### src/rtl/bist_session_ctrl.sv
// Initiator-side session controller for one LFSR/MISR BIST wrapper: runs clear/run/settle/check
// sessions, retries non-PASS verdicts and holds the final verdict until acknowledged.
module bist_session_ctrl #(
    parameter int PATTERNS  = 256,
    parameter int SETTLE    = 2,
    parameter int MAX_RETRY = 2
) (
    input  logic        clk,
    input  logic        rst_n,
    input  logic        start,
    input  logic        abort,
    input  logic        ack,
    input  logic [31:0] bist_result,
    output logic        bist_test,
    output logic        bist_en,
    output logic        bist_rst,
    output logic        busy,
    output logic        done,
    output logic        pass,
    output logic        fail,
    output logic        invalid,
    output logic        aborted,
    output logic [1:0]  attempts
);

    localparam logic [2:0] S_IDLE   = 3'd0;
    localparam logic [2:0] S_CLR    = 3'd1;
    localparam logic [2:0] S_RUN    = 3'd2;
    localparam logic [2:0] S_SETTLE = 3'd3;
    localparam logic [2:0] S_CHECK  = 3'd4;
    localparam logic [2:0] S_DONE   = 3'd5;

    localparam int CNT_MAX = (PATTERNS > SETTLE) ? PATTERNS : SETTLE;
    localparam int CNT_W   = ($clog2(CNT_MAX + 1) > 9) ? $clog2(CNT_MAX + 1) : 9;

    localparam logic [CNT_W-1:0] CLR_LAST    = CNT_W'(1);
    localparam logic [CNT_W-1:0] RUN_LAST    = CNT_W'(PATTERNS - 1);
    localparam logic [CNT_W-1:0] SETTLE_LAST = CNT_W'(SETTLE - 1);
    localparam logic [1:0]       RETRY_LIM   = 2'(MAX_RETRY);

    localparam logic [31:0] CODE_PASS = 32'h50415353;
    localparam logic [31:0] CODE_FAIL = 32'h4641494C;

    localparam logic [1:0] V_PASS = 2'd0;
    localparam logic [1:0] V_FAIL = 2'd1;
    localparam logic [1:0] V_INV  = 2'd2;

    function automatic logic [1:0] decode_verdict(input logic [31:0] word);
        if (word == CODE_PASS)
            return V_PASS;
        else if (word == CODE_FAIL)
            return V_FAIL;
        else
            return V_INV;
    endfunction

    logic [2:0]       state;
    logic [2:0]       state_nxt;
    logic [CNT_W-1:0] cnt;
    logic [1:0]       vcode;

    assign vcode = decode_verdict(bist_result);

    // Abort takes priority over every timed transition, including the CHECK decision.
    always_comb begin
        state_nxt = state;
        case (state)
            S_IDLE:   if (start && !abort) state_nxt = S_CLR;
            S_CLR:    if (abort) state_nxt = S_DONE;
                      else if (cnt == CLR_LAST) state_nxt = S_RUN;
            S_RUN:    if (abort) state_nxt = S_DONE;
                      else if (cnt == RUN_LAST) state_nxt = S_SETTLE;
            S_SETTLE: if (abort) state_nxt = S_DONE;
                      else if (cnt == SETTLE_LAST) state_nxt = S_CHECK;
            S_CHECK:  if (abort) state_nxt = S_DONE;
                      else if (vcode == V_PASS) state_nxt = S_DONE;
                      else if (attempts <= RETRY_LIM) state_nxt = S_CLR;
                      else state_nxt = S_DONE;
            S_DONE:   if (ack) state_nxt = S_IDLE;
            default:  state_nxt = S_IDLE;
        endcase
    end

    always_ff @(posedge clk or negedge rst_n) begin
        if (!rst_n) begin
            state <= S_IDLE;
            cnt   <= '0;
        end else begin
            state <= state_nxt;
            if (state_nxt != state)
                cnt <= '0;
            else if (state == S_CLR || state == S_RUN || state == S_SETTLE)
                cnt <= cnt + 1'b1;
        end
    end

    // Outputs are registered from the next state so they line up with the state they describe.
    always_ff @(posedge clk or negedge rst_n) begin
        if (!rst_n) begin
            bist_test <= 1'b0;
            bist_en   <= 1'b0;
            bist_rst  <= 1'b1;
            busy      <= 1'b0;
            done      <= 1'b0;
        end else begin
            bist_test <= (state_nxt == S_CLR) || (state_nxt == S_RUN) ||
                         (state_nxt == S_SETTLE) || (state_nxt == S_CHECK);
            bist_en   <= (state_nxt == S_RUN);
            bist_rst  <= (state_nxt == S_CLR);
            busy      <= (state_nxt != S_IDLE);
            done      <= (state_nxt == S_DONE);
        end
    end

    always_ff @(posedge clk or negedge rst_n) begin
        if (!rst_n) begin
            attempts <= 2'd0;
        end else if (state == S_IDLE && state_nxt == S_CLR) begin
            attempts <= 2'd1;
        end else if (state == S_CHECK && state_nxt == S_CLR) begin
            attempts <= attempts + 2'd1;
        end
    end

    // Entering DONE from CLR/RUN/SETTLE is only possible through abort, so abort alone
    // distinguishes an aborted session from a decoded verdict.
    always_ff @(posedge clk or negedge rst_n) begin
        if (!rst_n) begin
            pass    <= 1'b0;
            fail    <= 1'b0;
            invalid <= 1'b0;
            aborted <= 1'b0;
        end else if (state != S_DONE && state_nxt == S_DONE) begin
            aborted <= abort;
            pass    <= !abort && (vcode == V_PASS);
            fail    <= !abort && (vcode == V_FAIL);
            invalid <= !abort && (vcode == V_INV);
        end else if ((state == S_IDLE && state_nxt == S_CLR) ||
                     (state == S_DONE && state_nxt == S_IDLE)) begin
            pass    <= 1'b0;
            fail    <= 1'b0;
            invalid <= 1'b0;
            aborted <= 1'b0;
        end
    end

endmodule

### config.mk
export PLATFORM = sky130hd
export DESIGN_NAME = bist_session_ctrl
export DESIGN_NICKNAME = d
export VERILOG_FILES = /design/src/rtl/bist_session_ctrl.sv
export SDC_FILE = /design/constraint.sdc
export NUM_CORES = 1
export LEC_CHECK = 0
export BUFFER_PORTS_ARGS = -buffer_cell sky130_fd_sc_hd__clkbuf_2
export CAP_MARGIN = 10
export CORE_MARGIN = 2
export CORE_UTILIZATION = 42
export CTS_BUF_LIST = sky130_fd_sc_hd__clkbuf_8
export DETAILED_ROUTE_END_ITERATION = 8
export GPL_TIMING_DRIVEN = 0
export PLACE_DENSITY = 0.71
export SETUP_SLACK_MARGIN = 0.05
export SLEW_MARGIN = 0
export SYNTH_ARGS = -nofsm -noshare
export SYNTH_HDL_FRONTEND = slang
export SYNTH_SLANG_ARGS = --single-unit
### constraint.sdc
create_clock -name clk -period 2.5 [get_ports clk]
set_input_delay 0.375 -clock clk [delete_from_list [all_inputs] [get_ports clk]]
set_output_delay 0.375 -clock clk [all_outputs]
set_load 0.02 [all_outputs]
# == After elaboration in Yosys (flattened, before gate mapping) ==
# Cells that the tools add are included.
# word_totals
reg_bits,23
in_bits,37
# classes
add_sub_neg,2
n_lt_le_gt_ge,1
n_eq_ne,18
n_mux,23
reduce_logical,22
# op_table
op,count
"== test 32 x 31 -> 1 bit, second input constant",2
2-to-1 mux 3 bit,11
2-to-1 mux 9 bit,2
one-hot mux 3 bit (6 select lines),1
"== test 3 x 2 -> 1 bit, second input constant",4
"== test 3 bit, second input constant",4
"adder 9 x 1 -> 9 bit, second input constant",1
"== test 9 x 1 -> 1 bit, second input constant",1
"== test 9 x 8 -> 1 bit, second input constant",1
logical AND 1 bit,8
2-to-1 mux 2 bit,4
"== test 3 x 1 -> 1 bit, second input constant",2
logical NOT 3 bit,2
logical OR 1 bit,6
nonzero test 2 bit,3
2-to-1 mux 1 bit,5
inequality test 3 bit,1
"inequality test 3 bit, second input constant",1
nonzero test 3 bit,1
"adder 2 x 1 -> 2 bit, second input constant",1
"== test 2 x 1 -> 1 bit, second input constant",1
"== test 2 bit, second input constant",1
"less-or-equal comparator 2 bit, second input constant",1
logical NOT 2 bit,1
logical NOT 1 bit,1

# == Depth between registers and ports, before layout ==
# Gate-level depths: netlist of run 1.
# logic_depth
word_depth,12
ltp_mapped,9
depth_no_buf,9

# == Least setup slack after synthesis of run 1 ==
# Ideal clock, no wire load.
# synth_timing
kind,reg2reg
startpoint,register cnt[0]
endpoint,register attempts[0]
arrival_ns,2.226
required_time_ns,2.375
path_slack_ns,0.149
stages_incl_launch_ff,10
path_buffers,0
path_cell_list,dfrtp_1 > ha_1 > nand3_1 > nor2_1 > ha_1 > nor2_1 > or3_1 > o211ai_2 > or4b_4 > mux2_4
# synth_between
elab_chain_cells,7
word_cells_on_any_way,14
cone_classes,3 x eq/ne; 8 x mux; 3 x reduce/logical
# synth_lines
item,line,rtl
from (decl),59,logic [CNT_W-1:0] cnt;
from (signal assigned),93,cnt <= cnt + 1'b1;
== test 9 x 1 -> 1 bit or == test 9 x 8 -> 1 bit (tied branches),"70, 74, 72",
2-to-1 mux 3 bit (on tied branches),"74, 70, 72",
2-to-1 mux 3 bit (on tied branches),"73, 69, 71",
one-hot mux 3 bit (6 select lines) *,67,case (state)
named net state_nxt[0],58,logic [2:0] state_nxt;
== test 3 x 1 -> 1 bit *,"118, 120",
logical AND 1 bit (on tied branches),"118, 120",
2-to-1 mux 2 bit or nonzero test 2 bit (tied branches),--,
to (signal assigned),121,attempts <= attempts + 2'd1;
to (decl),23,output logic [1:0] attempts
# The timed path passes the listed nets; every way through them passes the cells marked *.
# A chain may end at the register's enable or synchronous reset.

# == Worst setup path in the final report of run 1 ==
# layout_timing
startpoint,register cnt[5]
endpoint,register attempts[0]
# The elaborated chain is that of the path after synthesis.

==> flow_metrics.env, run 1 <==
export IMPL_fin_hold_ws_ps=86.4
export IMPL_die_y_um=63.2
export IMPL_grt_pass1_wl_um=5870
export IMPL_place_ws_ps=-17.5
export IMPL_power_leakage_nw=0.911
export IMPL_gr_usage_all_layers_pct=18.1
export IMPL_numClockSinks=23
export IMPL_overflow=0
export IMPL_synth_main_ff_cell="dfrtp_1"
export IMPL_dp_hpwl_um=2450
export IMPL_ctsHoldBuffers=0
export IMPL_cellPowerDensity_mw_per_mm2=894
export IMPL_tightest_slew_ps=550
export IMPL_cts_made_buffers=3
export IMPL_ant_nets=0
export IMPL_layout_cells_non_filler=258
export IMPL_path_clk_slew_ps=80
export IMPL_dpl_cell_count=245
export IMPL_drt_first_pass_iters=4
export IMPL_top_level_ports=48
export IMPL_ys_types=45
export IMPL_syn2layout_area_growth_pct=31.6
export IMPL_synth_seq_area_share_pct=39.1
export IMPL_cp_end_kind="flip-flop"
export IMPL_final_period_utilization_pct=96.1
export IMPL_async_flop_share_pct=100
export IMPL_wl_um=3300
export IMPL_synth_area_per_cell_um2=9.70
export IMPL_rsz0062_at_grt="yes"
export IMPL_startpoint_type="flip-flop"
export IMPL_vias_per_cell=5.22
export IMPL_avgRoutedWirePerCell_um=12.8
export IMPL_finalSetupTns_ps=0
export IMPL_grt_max_degree=24
export IMPL_chipWidth_um=63.2
export IMPL_synth_edff_count=0
export IMPL_ys_ff_latch=23
export IMPL_synthCells=152
export IMPL_setup_viol=0
export IMPL_grt_pass1_vias=1314
export IMPL_rows=21
export IMPL_critical_path_class="reg2reg"
export IMPL_nets=254
export IMPL_die_area_mm2=0.00400
export IMPL_antenna_found_initial=0
export IMPL_netlist_area_mm2=0.00147
export IMPL_drive_gt1_share_pct=39.2
export IMPL_n_antenna_cell=0
export IMPL_final_max_slew_viol_count=0
export IMPL_cts_root_buf="clkbuf_8"
export IMPL_fin_ws_ps=97.9
export IMPL_htreeDepth=1
export IMPL_hp_class="in2async"
export IMPL_clock_fmax_ghz=0.416
export IMPL_drtIter0Drc=68
export IMPL_start_util_pct=43.8
export IMPL_skew_ps=6.30
export IMPL_portBuffers=47
export IMPL_maxCapViolCount=0
export IMPL_final_hold_viol_count=0
export IMPL_drc=0
export IMPL_period_needed_ps=2400
export IMPL_cp_max_fo=3
export IMPL_arrival_ps=2550
export IMPL_cts_tree="built"
export IMPL_insertion_delay_ps=260
export IMPL_peakVddDrop_mv=0.352
export IMPL_cts_buffer_depth=2
export IMPL_final_util_pct=57.7
export IMPL_synth_warning_count=0
export IMPL_fillers=319
export IMPL_synth_net_count=193
export IMPL_vias=1348
export IMPL_slew_headroom_pct=63.4
export IMPL_status="finished clean"
export IMPL_gp_congestion=0.790
export IMPL_core_mm2=0.00336
export IMPL_required_ps=2650
-- where the power goes --
group          switching, mW  internal (mW)  total (mW)
Sequential            0.0619          0.467       0.529
Combinational          0.531          0.450       0.981
Clock                  0.113          0.110       0.223
-- through the flow --
step                      area (µm²)  total power, mW
final                           1940             1.73
after global routing            1940             1.87
after CTS                       1880             1.69
after detailed placement        1770             1.39
after global placement          1770             1.38
after floorplan                 1470             1.18
-- synthesized netlist by cell type, types with 2 or more instances --
| cell | count | area share [%] |
|---|---|---|
| nand2_1 | 17 | 4.3 |
| a31oi_1 | 2 | 0.85 |
| nor4b_1 | 5 | 3.0 |
| mux2i_1 | 5 | 3.4 |
| nor3b_1 | 3 | 1.5 |
| nor2_1 | 19 | 4.8 |
| xor2_1 | 4 | 2.4 |
| a22oi_1 | 2 | 1.0 |
| a211oi_1 | 2 | 1.0 |
| nor2b_1 | 2 | 0.85 |
| buf_2 | 4 | 1.4 |
| or3_1 | 5 | 2.1 |
| nor3_1 | 3 | 1.0 |
| dfrtp_1 | 22 | 37 |
| or2_2 | 2 | 0.85 |
| or4b_4 | 2 | 1.9 |
| o311ai_2 | 2 | 2.2 |
| a21oi_1 | 3 | 1.0 |
| xnor2_1 | 4 | 2.4 |
| nand3_1 | 3 | 1.0 |
| nor4bb_1 | 2 | 1.4 |
| and3_1 | 2 | 0.85 |
| ha_1 | 4 | 3.4 |
| inv_1 | 7 | 1.8 |
| nand4_1 | 6 | 2.5 |
-- flip-flops by register name, summed over array words and instances, names as in the netlist --
register,cells
state,3
aborted,1
done,1
busy,1
pass,1
fail,1
invalid,1
bist_rst,1
attempts,2
bist_en,1
cnt,9
bist_test,1
-- logic make-up after synthesis --
group | count (synthesis) | share of synthesized area [%]
compound gates | 21 | 13.5
xor+xnor | 8 | 4.75
fa+ha+maj | 4 | 3.40
buf+inv | 12 | 3.91
flops | 23 | 39.1
mux | 6 | 4.41
simple gates | 78 | 30.9
-- worst max-delay path, cell delays in order, from the launching register on --
cell and delay (ps):
dfrtp_1 390, and3_1 190, nand2_1 70, nor2_1 130
ha_1 160, nor2_1 50, or3_4 380, o211ai_4 100
or4b_4 510, mux2_4 310
-- layout make-up --
| class | instances | area (µm²) | area share [%] |
|---|---|---|---|
| buffer | 5 | 31.3 | 1.61 |
| clock buffer | 3 | 41.3 | 2.13 |
| clock inverter | 1 | 3.75 | 0.194 |
| inverter | 7 | 26.3 | 1.35 |
| multi-input combinational | 117 | 896 | 46.2 |
| sequential | 23 | 577 | 29.7 |
| tap | 46 | 57.6 | 2.97 |
| timing repair buffer | 56 | 307 | 15.8 |
-- final timing paths --
path	cells past startpoint	slack (ps)	start	to
min in group clk	4	490	bist_result[26]	fail
max in group asynchronous	1	2040	rst_n	bist_rst
worst max-delay path	9	100	cnt[5]	attempts[0]
worst min register to register	2	530	aborted	aborted
worst min-delay path	1	90	rst_n	state[1]
worst max register to register	9	100	cnt[5]	attempts[0]
-- routing by layer --
metal | GRT usage (%) | up-vias | part of all wire (%)
met4 | 4.08 | 0 | 0.94
met3 | 3.21 | 5 | 3.2
li1 | - | 673 | -
met2 | 31.4 | 24 | 51
met5 | 0 | - | 0
met1 | 23.6 | 646 | 45
-- placed cells by master (no fill, tap or decap), drive strengths merged, types with 2 or more instances in the layout --
cell / count
nand4: 6
nor3: 3
nand3: 3
nor4bb: 2
nor4: 2
nor2b: 2
nor3b: 3
nand2: 17
buf: 14
or4b: 2
clkbuf: 50
dfrtp: 22
nor4b: 5
or2: 2
inv: 8
o211ai: 2
o311ai: 3
a31oi: 2
xnor2: 4
nor2: 19
mux2i: 5
and3: 2
a22oi: 2
a21oi: 3
ha: 4
xor2: 4
or3: 5
a211oi: 2
-- timing repair --
| action | CTS | global route |
|---|---|---|
| pin swaps | 0 | 2 |
| resized for setup | 2 | 8 |
| endpoints found under the setup margin | 1 | 16 |
| setup buffers | 7 | 2 |
Note: power is estimated with default switching activity, not from simulation.
==> run 2, diff against run 1 <==
ABC_AREA = 1   (was unset)
PLACE_DENSITY = 0.69   (was 0.71)
==> flow_metrics.env, run 2 <==
export IMPL_status="finished clean"
export IMPL_chipWidth_um=68.1
export IMPL_slew_headroom_pct=60.7
export IMPL_arrival_ps=2310
export IMPL_rsz0062_at_grt="no"
export IMPL_die_area_mm2=0.00464
export IMPL_wl_um=3660
export IMPL_largest_reg_flops=9
export IMPL_startpoint_type="flip-flop"
export IMPL_power_leakage_nw=1.16
export IMPL_final_max_slew_viol_count=0
export IMPL_final_period_utilization_pct=85.8
export IMPL_drtIter0Drc=76
export IMPL_drc=0
export IMPL_cts_buffer_depth=2
export IMPL_antenna_found_initial=0
export IMPL_cp_end_kind="flip-flop"
export IMPL_setup_viol=0
export IMPL_ant_nets=0
export IMPL_insertion_delay_ps=270
export IMPL_fin_ws_ps=354
export IMPL_synth_seq_area_share_pct=33.4
export IMPL_numClockSinks=23
export IMPL_r2r_end="attempts[1]"
export IMPL_tightest_slew_ps=589
export IMPL_avgRoutedWirePerCell_um=10.2
export IMPL_start_util_pct=43.5
export IMPL_largest_register="cnt"
export IMPL_n_antenna_cell=0
export IMPL_synth_area_leaders="dfrtp_1 32%, nand2_1 15%, inv_1 8.9%, nor2_1 7.4%, nand4_1 5.8%"
export IMPL_multi_input_area_um2=952
export IMPL_cp_max_fo=5
export IMPL_ctsHoldBuffers=0
export IMPL_dp_hpwl_um=3030
export IMPL_synth_net_count=297
export IMPL_post_cts_buffers=0
export IMPL_synth_edff_count=0
export IMPL_ff2ff_path_depth=15
export IMPL_period_needed_ps=2150
export IMPL_r2r_slack_ps=350
export IMPL_mostFrequentLayoutCell="nand2_1"
export IMPL_postCtsResizedCells=0
export IMPL_netlist_area_mm2=0.00173
export IMPL_finalSetupTns_ps=0
export IMPL_grt_pass1_vias=1548
export IMPL_skew_ps=1.98
export IMPL_die_y_um=68.1
export IMPL_cts_tree="built"
export IMPL_drive_gt1_share_pct=29.6
export IMPL_peakVddDrop_mv=0.480
export IMPL_synth_top_area_share_pct=31.9
export IMPL_yosysTopAreaCell="dfrtp_1"
export IMPL_portBuffers=47
export IMPL_required_ps=2660
export IMPL_ys_types=25
export IMPL_place_ws_ps=367
export IMPL_final_hold_viol_count=0
export IMPL_r2r_start="cnt[0]"
export IMPL_synth_area_per_cell_um2=6.75
export IMPL_gp_congestion=0.848
export IMPL_vias=1677
export IMPL_cellPowerDensity_mw_per_mm2=859
export IMPL_clock_fmax_ghz=0.466
export IMPL_overflow=0
export IMPL_htreeDepth=1
export IMPL_path_clk_slew_ps=80
export IMPL_yosys_cell_count_top_type="nand2_1"
export IMPL_rows=23
export IMPL_top_regs="cnt: 9 flops, state: 3 flops, attempts: 2 flops"
export IMPL_core_mm2=0.00397
export IMPL_fillers=412
export IMPL_cts_made_buffers=3
export IMPL_nets=349
export IMPL_top_level_ports=48
export IMPL_yosys_top_cells_count="69 x nand2_1, 41 x inv_1, 34 x nor2_1"
export IMPL_synth_main_ff_cell="dfrtp_1"
export IMPL_async_flop_share_pct=100
export IMPL_maxCapViolCount=0
export IMPL_cts_root_buf="clkbuf_8"
export IMPL_grt_pass1_wl_um=6430
export IMPL_vias_per_cell=4.70
export IMPL_synthCells=256
export IMPL_gr_usage_all_layers_pct=18.3
export IMPL_ys_ff_latch=23
export IMPL_layout_common_cells="69 x nand2_1, 47 x clkbuf_2, 41 x inv_1"
export IMPL_grt_max_degree=24
export IMPL_synth_warning_count=0
export IMPL_final_util_pct=52.2
export IMPL_syn2layout_area_growth_pct=19.9
export IMPL_critical_path_class="reg2reg"
export IMPL_seqCellArea_um2=577
export IMPL_hp_class="in2async"
export IMPL_drt_first_pass_iters=4
-- run 2: stage by stage --
step	instance area [µm²]	cells	power [mW]	hold WS [ps]
2_1_floorplan	1730	256	1.32	79.4
3_3_place_gp	2030	353	1.54	398
3_5_place_dp	2030	353	1.56	401
4_1_cts	2070	357	1.80	108
5_1_grt	2070	357	1.95	137
6_report	2070	357	1.78	92.3
-- run 2: worst max-delay path: stages, from the launching register on --
cell and delay (ps):
dfrtp_1 430, ha_1 200, nand2_1 60, nor3_1 200
nand2_1 80, nor2_1 120, ha_1 170, nor2_1 40
nor2_1 120, nor2_2 70, nand2_4 90, nand2_1 90
nor2_4 150, nand2_2 90, nand2_2 80, o21ai_2 40
-- run 2: where the power goes --
| part | switching (mW) | internal (mW) |
|---|---|---|
| Sequential | 0.0658 | 0.462 |
| Combinational | 0.697 | 0.319 |
| Clock | 0.125 | 0.111 |
| Total | 0.888 | 0.893 |
-- run 2: logic make-up (layout without fill, tap and decap cells) --
kind of cell / Yosys count / after routing / share of synthesized area [%]
and+or+nand+nor: 164 / 164 / 46.6
AOI/OAI and AO/OA: 7 / 7 / 3.04
buffers and inverters: 53 / 104 / 11.5
xor gates and xnor gates: 5 / 5 / 2.53
adders and majority gates: 4 / 4 / 2.90
DFF: 23 / 23 / 33.4
-- run 2: routing by layer --
metal,share of wire (%),GRT usage [%],routed length (µm)
met4,1.3,6.00,46
met3,3.5,2.80,129
met1,49,24.3,1790
met2,46,30.2,1690
met5,0,0,0
-- run 2: area by class of cell --
type                       count  share of cell area, %
sequential                    23                   27.8
inverter                      53                   9.60
tap                           50                   3.02
clock inverter                 1                  0.242
clock buffer                   3                   1.99
multi-input combinational    180                   46.0
timing repair buffer          47                   11.4
-- run 2: worst max path at each step --
stage	depth (start not counted)	to	slack, ps	startpoint
CTS	15	attempts[0]	340	cnt[0]
global placement	16	fail	400	cnt[0]
global route	16	fail	100	cnt[0]
finish	15	attempts[1]	350	cnt[0]
floorplan	15	cnt[2]	630	cnt[0]
detailed placement	15	attempts[0]	370	cnt[0]
